===== src/rtl/ram_multi_read_port.sv =====
// Register-file RAM: one write port, NUM_READ registered read ports, range checks and a zero sweep.
// Define RAM_WRITE_FORWARD_EN for write-first same-address reads; the default build is read-first.
module ram_multi_read_port #(
    parameter int DATA_WIDTH = 16,
    parameter int ADDR_WIDTH = 8,
    parameter int MEM_SIZE   = 8,
    parameter int NUM_READ   = 2
) (
    input  logic                           Clock,
    input  logic                           Reset,
    input  logic                           iClear,
    input  logic                           iWriteEnable,
    input  logic [ADDR_WIDTH-1:0]          iWriteAddress,
    input  logic [DATA_WIDTH-1:0]          iDataIn,
    input  logic [NUM_READ-1:0]            iReadEnable,
    input  logic [NUM_READ*ADDR_WIDTH-1:0] iReadAddress,
    output logic [NUM_READ*DATA_WIDTH-1:0] oDataOut,
    output logic [NUM_READ-1:0]            oDataValid,
    output logic [NUM_READ-1:0]            oAddrError,
    output logic                           oWriteError,
    output logic                           oBusy
);

    localparam int                  IDX_W    = (MEM_SIZE > 1) ? $clog2(MEM_SIZE) : 1;
    localparam logic [ADDR_WIDTH:0] LP_LIMIT = (ADDR_WIDTH+1)'(MEM_SIZE);
    localparam logic [IDX_W-1:0]    LP_LAST  = IDX_W'(MEM_SIZE-1);
    localparam logic [0:0]          ST_CLEAR = 1'b0;
    localparam logic [0:0]          ST_RUN   = 1'b1;

    logic [0:0]                     r_state;
    logic [IDX_W-1:0]               r_count;
    logic [DATA_WIDTH-1:0]          r_mem [MEM_SIZE];
    logic [NUM_READ*DATA_WIDTH-1:0] r_dout;
    logic [NUM_READ-1:0]            r_valid;
    logic [NUM_READ-1:0]            r_aerr;
    logic                           r_werr;

    logic                           w_run;
    logic                           w_wr_inrange;
    logic                           w_wr_ok;
    logic [IDX_W-1:0]               w_widx;
    logic [NUM_READ-1:0]            w_rd_inrange;
    logic [DATA_WIDTH-1:0]          w_rdata [NUM_READ];

    assign w_run        = (r_state == ST_RUN);
    assign w_wr_inrange = ({1'b0, iWriteAddress} < LP_LIMIT);
    assign w_wr_ok      = w_run && iWriteEnable && w_wr_inrange;
    assign w_widx       = iWriteAddress[IDX_W-1:0];

    for (genvar k = 0; k < NUM_READ; k++) begin : g_port
        logic [ADDR_WIDTH-1:0] w_raddr;
        assign w_raddr         = iReadAddress[k*ADDR_WIDTH +: ADDR_WIDTH];
        assign w_rd_inrange[k] = ({1'b0, w_raddr} < LP_LIMIT);
`ifdef RAM_WRITE_FORWARD_EN
        assign w_rdata[k] = (w_wr_ok && (iWriteAddress == w_raddr)) ? iDataIn
                                                                    : r_mem[w_raddr[IDX_W-1:0]];
`else
        assign w_rdata[k] = r_mem[w_raddr[IDX_W-1:0]];
`endif
    end

    // The array itself has no reset; the sweep walking r_count is what zeroes it.
    always_ff @(posedge Clock) begin
        if (r_state == ST_CLEAR) begin
            r_mem[r_count] <= '0;
        end else if (w_wr_ok) begin
            r_mem[w_widx] <= iDataIn;
        end
    end

    always_ff @(posedge Clock or negedge Reset) begin
        if (!Reset) begin
            r_state <= ST_CLEAR;
            r_count <= '0;
            r_dout  <= '0;
            r_valid <= '0;
            r_aerr  <= '0;
            r_werr  <= 1'b0;
        end else begin
            if (r_state == ST_CLEAR) begin
                if (r_count == LP_LAST) begin
                    r_state <= ST_RUN;
                    r_count <= '0;
                end else begin
                    r_count <= r_count + 1'b1;
                end
            end else if (iClear) begin
                r_state <= ST_CLEAR;
                r_count <= '0;
            end

            r_werr <= iWriteEnable && (!w_run || !w_wr_inrange);

            // An out-of-range address is flagged even while the sweep runs.
            for (int k = 0; k < NUM_READ; k++) begin
                r_valid[k] <= 1'b0;
                r_aerr[k]  <= 1'b0;
                if (iReadEnable[k]) begin
                    if (!w_rd_inrange[k]) begin
                        r_dout[k*DATA_WIDTH +: DATA_WIDTH] <= '0;
                        r_aerr[k]                          <= 1'b1;
                    end else if (!w_run) begin
                        r_dout[k*DATA_WIDTH +: DATA_WIDTH] <= '0;
                    end else begin
                        r_dout[k*DATA_WIDTH +: DATA_WIDTH] <= w_rdata[k];
                        r_valid[k]                         <= 1'b1;
                    end
                end
            end
        end
    end

    assign oDataOut    = r_dout;
    assign oDataValid  = r_valid;
    assign oAddrError  = r_aerr;
    assign oWriteError = r_werr;
    assign oBusy       = (r_state == ST_CLEAR);

endmodule


===== config.mk =====
export PLATFORM = sky130hd
export DESIGN_NAME = ram_multi_read_port
export DESIGN_NICKNAME = d
export VERILOG_FILES = /design/src/rtl/ram_multi_read_port.sv
export SDC_FILE = /design/constraint.sdc
export NUM_CORES = 1
export LEC_CHECK = 0
export BUFFER_PORTS_ARGS = -buffer_cell sky130_fd_sc_hd__buf_4
export CORE_ASPECT_RATIO = 0.7
export CORE_MARGIN = 2
export CORE_UTILIZATION = 60
export CTS_BUF_LIST = sky130_fd_sc_hd__clkbuf_8
export DETAILED_ROUTE_END_ITERATION = 16
export PLACE_DENSITY = 0.81
export SKIP_CTS_REPAIR_TIMING = 1
export SLEW_MARGIN = 40
export SYNTH_ARGS = -nofsm -noshare
export SYNTH_HDL_FRONTEND = slang
export SYNTH_SLANG_ARGS = --single-unit

===== constraint.sdc =====
create_clock -name Clock -period 3.6 [get_ports Clock]
set_input_delay 0.72 -clock Clock [delete_from_list [all_inputs] [get_ports Clock]]
set_output_delay 0.72 -clock Clock [all_outputs]
set_load 0.02 [all_outputs]

==> impl_results.html <==
<table>
<tr><th>Metric</th><th>Value</th></tr>
<tr><th colspan="2">Outcome</th></tr>
<tr><td>Status</td><td>finished clean</td></tr>
<tr><th colspan="2">Global routing</th></tr>
<tr><td>Tot GR Track Use</td><td>0.276</td></tr>
<tr><td>Pin count of the biggest net entering global routing</td><td>42</td></tr>
<tr><td>Routing usage on met3</td><td>0.0610</td></tr>
<tr><td>Antenna violations before repair</td><td>0</td></tr>
<tr><td>Met2 usage</td><td>0.426</td></tr>
<tr><td>Vias in the first global route</td><td>4516</td></tr>
<tr><td>First-pass GRT wire length</td><td>25900 µm</td></tr>
<tr><td>Global route hottest layer</td><td>met2</td></tr>
<tr><td>Grt ovf</td><td>0</td></tr>
<tr><td>Global-route track usage on met1</td><td>0.383</td></tr>
<tr><th colspan="2">STA</th></tr>
<tr><td>Aggregate negative setup slack</td><td>0 ps</td></tr>
<tr><td>Tightest slew margin relative to the limit</td><td>0.460</td></tr>
<tr><td>Max Slew Vio Count</td><td>0</td></tr>
<tr><td>Timing-limited maximum frequency</td><td>436 MHz</td></tr>
<tr><td>Setup violations, final</td><td>0</td></tr>
<tr><td>Pin slew with the least headroom to its limit</td><td>810 ps</td></tr>
<tr><td>Final critical-path share of the clock period</td><td>0.637</td></tr>
<tr><td>Final critical delay including setup and external delays</td><td>2290 ps</td></tr>
<tr><td>RSZ-0062 raised after global routing</td><td>no</td></tr>
<tr><td>Worst setup skew after layout</td><td>11.8 ps</td></tr>
<tr><td>Final Hold Violating Endpoints</td><td>0</td></tr>
<tr><th colspan="2">Worst setup path</th></tr>
<tr><td>Slowest cell on crit path</td><td>sky130_fd_sc_hd__nor4_1</td></tr>
<tr><td>Cell-by-cell listing of the critical path</td><td>buf_4 &gt; nor4_1 &gt; nand3_1 &gt; o32ai_2 &gt; buf_4</td></tr>
<tr><td>Kind of critical path</td><td>in2reg</td></tr>
<tr><td>Gate family responsible for the most delay along the worst path</td><td>simple AND/OR/NAND/NOR gates</td></tr>
<tr><td>Cell mode on critical path</td><td>sky130_fd_sc_hd__buf_4</td></tr>
<tr><td>Critical Path End Type</td><td>flip-flop</td></tr>
<tr><td>Stage delay of the slowest cell on the critical path</td><td>560 ps</td></tr>
<tr><td>Worst Path Max Fanout</td><td>16</td></tr>
<tr><td>Reg2reg start</td><td>r_state</td></tr>
<tr><td>R2R setup slack</td><td>1390 ps</td></tr>
<tr><td>Buffers &amp; Inverters on Critical Path</td><td>2</td></tr>
<tr><td>WP data required</td><td>3730 ps</td></tr>
<tr><td>WP data arrival</td><td>2430 ps</td></tr>
<tr><td>Kind of start point of the critical path</td><td>primary input</td></tr>
<tr><td>Path depth of the worst reg2reg path</td><td>4</td></tr>
<tr><td>Reg-to-Reg End</td><td>r_mem[0][11]</td></tr>
<tr><td>Crit path launch</td><td>iWriteAddress[6]</td></tr>
<tr><th colspan="2">Final layout</th></tr>
<tr><td>Number of nets at the end of the flow</td><td>555</td></tr>
<tr><td>Growth of design area from synthesis to finish</td><td>15.2%</td></tr>
<tr><td>Share of final-layout standard cells stronger than drive strength 1</td><td>0.373</td></tr>
<tr><td>Final Core Density</td><td>0.702</td></tr>
<tr><td>Post-route standard cell area excluding fillers</td><td>8660 µm²</td></tr>
<tr><td>Count of antenna diodes in the layout</td><td>0</td></tr>
<tr><th colspan="2">Floorplan</th></tr>
<tr><td>Ports placed on the boundary</td><td>84</td></tr>
<tr><td>Total die area</td><td>13500 µm²</td></tr>
<tr><td>Initial core utilization</td><td>0.609</td></tr>
<tr><td>Die H</td><td>97.7 µm</td></tr>
<tr><td>CORE AREA</td><td>12300 µm²</td></tr>
<tr><td>Die outline width</td><td>138 µm</td></tr>
<tr><td>Num rows</td><td>34</td></tr>
<tr><th colspan="2">Yosys</th></tr>
<tr><td>Register bit count reported by yosys</td><td>169</td></tr>
<tr><td>Number of warnings reported in the yosys synthesis log</td><td>0</td></tr>
<tr><td>Count of different cell masters after synthesis</td><td>32</td></tr>
<tr><td>Cell taking the most area after synthesis</td><td>sky130_fd_sc_hd__edfxtp_1</td></tr>
<tr><td>Netlist area before placement</td><td>7520 µm²</td></tr>
<tr><td>Synth area leaders</td><td>sky130_fd_sc_hd__edfxtp_1 51%, sky130_fd_sc_hd__mux4_2 19%, sky130_fd_sc_hd__dfrtp_1 14%</td></tr>
<tr><td>Count of flip-flops with a built-in enable after synthesis</td><td>128</td></tr>
<tr><td>Predominant post-synthesis flop cell</td><td>sky130_fd_sc_hd__edfxtp_1</td></tr>
<tr><td>Async set or reset register ratio after synthesis</td><td>0.243</td></tr>
<tr><td>Most frequent cell after synthesis</td><td>sky130_fd_sc_hd__edfxtp_1</td></tr>
<tr><td>Synth Net Count</td><td>473</td></tr>
<tr><td>Top post-synthesis cells by count</td><td>128 x sky130_fd_sc_hd__edfxtp_1, 64 x sky130_fd_sc_hd__mux4_2, 41 x sky130_fd_sc_hd__dfrtp_1, 38 x sky130_fd_sc_hd__inv_1, 35 x sky130_fd_sc_hd__o22ai_1</td></tr>
<tr><td>Instance count of the mapped netlist</td><td>425</td></tr>
<tr><td>Sequential share of the synthesized area</td><td>0.648</td></tr>
<tr><td>Post-synthesis average cell area</td><td>17.7 µm²</td></tr>
<tr><td>Area fraction of the dominant cell type after synthesis</td><td>0.511</td></tr>
<tr><th colspan="2">Clocking</th></tr>
<tr><td>Clock buffer count from CTS</td><td>17</td></tr>
<tr><td>H-tree depth</td><td>4</td></tr>
<tr><td>Clock Sinks</td><td>169</td></tr>
<tr><td>Clk pin slew, worst setup/hold paths</td><td>90 ps</td></tr>
<tr><td>Skew-Pair Late Insertion Delay</td><td>460 ps</td></tr>
<tr><td>Cell at the root of the clock tree</td><td>sky130_fd_sc_hd__clkbuf_8</td></tr>
<tr><td>Clock tree buffer depth</td><td>2</td></tr>
<tr><td>Clock tree from TritonCTS</td><td>yes</td></tr>
<tr><th colspan="2">Detailed routing</th></tr>
<tr><td>Post-DR vias/cell</td><td>6.40</td></tr>
<tr><td>Drt first-iter violations</td><td>431</td></tr>
<tr><td>Total routed wirelength</td><td>16800 µm</td></tr>
<tr><td>Routed length per instance</td><td>24.6 µm</td></tr>
<tr><td>Count of antenna-violating nets left after detailed routing</td><td>0</td></tr>
<tr><td>First-pass iteration count of the detailed router</td><td>5</td></tr>
<tr><td>Vias</td><td>4363</td></tr>
<tr><td>DR DRC count</td><td>0</td></tr>
<tr><th colspan="2">Power and ir drop</th></tr>
<tr><td>Pwr per Cell Area</td><td>540 nW/µm²</td></tr>
<tr><td>Switching component of the power</td><td>1.34 mW</td></tr>
<tr><td>Int Power</td><td>3.34 mW</td></tr>
<tr><td>Fraction of power consumed by sequential logic</td><td>0.545</td></tr>
<tr><td>Standby leakage power</td><td>3.36 nW</td></tr>
<tr><td>Combinational group share of total power</td><td>0.183</td></tr>
<tr><td>Net Sw Frac</td><td>0.286</td></tr>
<tr><td>Clock network power share</td><td>0.272</td></tr>
<tr><td>Worst IR drop on VDD</td><td>0.000364 V</td></tr>
<tr><th colspan="2">Run</th></tr>
<tr><td>Max-cap violation count</td><td>0</td></tr>
<tr><th colspan="2">Placement</th></tr>
<tr><td>Final weighted congestion in routability-driven placement</td><td>0.774</td></tr>
<tr><td>Final HPWL from detailed placement</td><td>10600 µm</td></tr>
<tr><td>Buffers added on ports</td><td>83</td></tr>
<tr><td>Placement-stage cell area</td><td>8290 µm²</td></tr>
<tr><th colspan="2">Worst hold path</th></tr>
<tr><td>Hold crit path type</td><td>in2async</td></tr>
</table>
-- area by class of cell --
type	instances	area (µm²)
fillers	786	3680
repair buffers	91	683
clock buffers	18	248
well taps	162	203
multi-input cells	190	2390
inverters	38	143
flip-flops and latches	169	4870
clock inverters	14	124
-- sequential cells by signal, summed over array words and instances, names as in the netlist --
signal / count
r_mem: 128
oDataOut: 32
r_count: 3
oAddrError: 2
oDataValid: 2
oWriteError: 1
r_state: 1
-- cell families (layout without fill, tap and decap cells) --
group | after synthesis | count (layout) | share of synthesized area
adder cells (fa/ha/maj) | 2 | 2 | 0.00333
buffers and inverters | 66 | 161 | 0.0389
flip-flops | 169 | 169 | 0.648
multiplexers | 96 | 96 | 0.234
AND/OR/NAND/NOR | 44 | 44 | 0.0333
AO/OA/AOI/OAI | 48 | 48 | 0.0423
-- metrics by stage --
stage	instances	worst slack (ps)	total power, mW	hold slack, ps
finish	682	1310	4.68	251
global route	682	1140	4.85	274
CTS	682	1360	4.70	250
detailed placement	650	844	3.45	521
global placement	650	967	3.38	515
floorplan	425	473	3.07	424
-- cell usage in the layout (no fill, tap or decap), types with 2 or more instances in the layout --
cell,n
sky130_fd_sc_hd__and2_1,16
sky130_fd_sc_hd__buf_4,91
sky130_fd_sc_hd__clkbuf_8,18
sky130_fd_sc_hd__clkinv_1,2
sky130_fd_sc_hd__clkinv_2,2
sky130_fd_sc_hd__clkinv_4,4
sky130_fd_sc_hd__clkinvlp_4,2
sky130_fd_sc_hd__dfrtp_1,41
sky130_fd_sc_hd__edfxtp_1,128
sky130_fd_sc_hd__ha_1,2
sky130_fd_sc_hd__inv_1,38
sky130_fd_sc_hd__inv_6,3
sky130_fd_sc_hd__mux2i_1,32
sky130_fd_sc_hd__mux4_2,64
sky130_fd_sc_hd__nand2_1,11
sky130_fd_sc_hd__nand2b_1,2
sky130_fd_sc_hd__nand3_1,2
sky130_fd_sc_hd__nor2_1,2
sky130_fd_sc_hd__nor2b_1,2
sky130_fd_sc_hd__o21a_1,2
sky130_fd_sc_hd__o22ai_1,35
sky130_fd_sc_hd__o2bb2ai_1,2
sky130_fd_sc_hd__o31ai_2,2
sky130_fd_sc_hd__o32ai_2,3
sky130_fd_sc_hd__or3_1,2
sky130_fd_sc_hd__or4_4,2
-- how the worst max path moves through the flow --
stage                     depth (start not counted)      endpoint  slack (ps)
after global routing                              4  r_mem[3][11]        1140
after floorplan                                   3   r_mem[0][0]         470
after detailed placement                          5   r_mem[0][8]         840
after global placement                            5   r_mem[4][9]         970
after CTS                                         5   r_mem[0][0]        1360
final                                             5  r_mem[0][11]        1310
-- worst register-to-register path, cell delays in order, from the launching register on --
cell and delay [ps]:
sky130_fd_sc_hd__dfrtp_1 600, sky130_fd_sc_hd__nor2b_1 310, sky130_fd_sc_hd__nand3_1 260, sky130_fd_sc_hd__o32ai_2 350
sky130_fd_sc_hd__buf_4 350
-- routing by layer --
metal	routed length, µm	vias up
met2	8340	240
met5	0	-
li1	-	1860
met3	1510	32
met1	6570	2231
met4	384	0
-- power by group through the flow --
stage	combinational, mW	sequential [mW]	clock [mW]
after floorplan	0.544	2.53	0
after global placement	0.825	2.56	0
after detailed placement	0.863	2.58	0
after CTS	0.865	2.54	1.29
after global routing	0.915	2.57	1.37
final	0.855	2.55	1.27
Note: power is estimated with default switching activity, not from simulation.
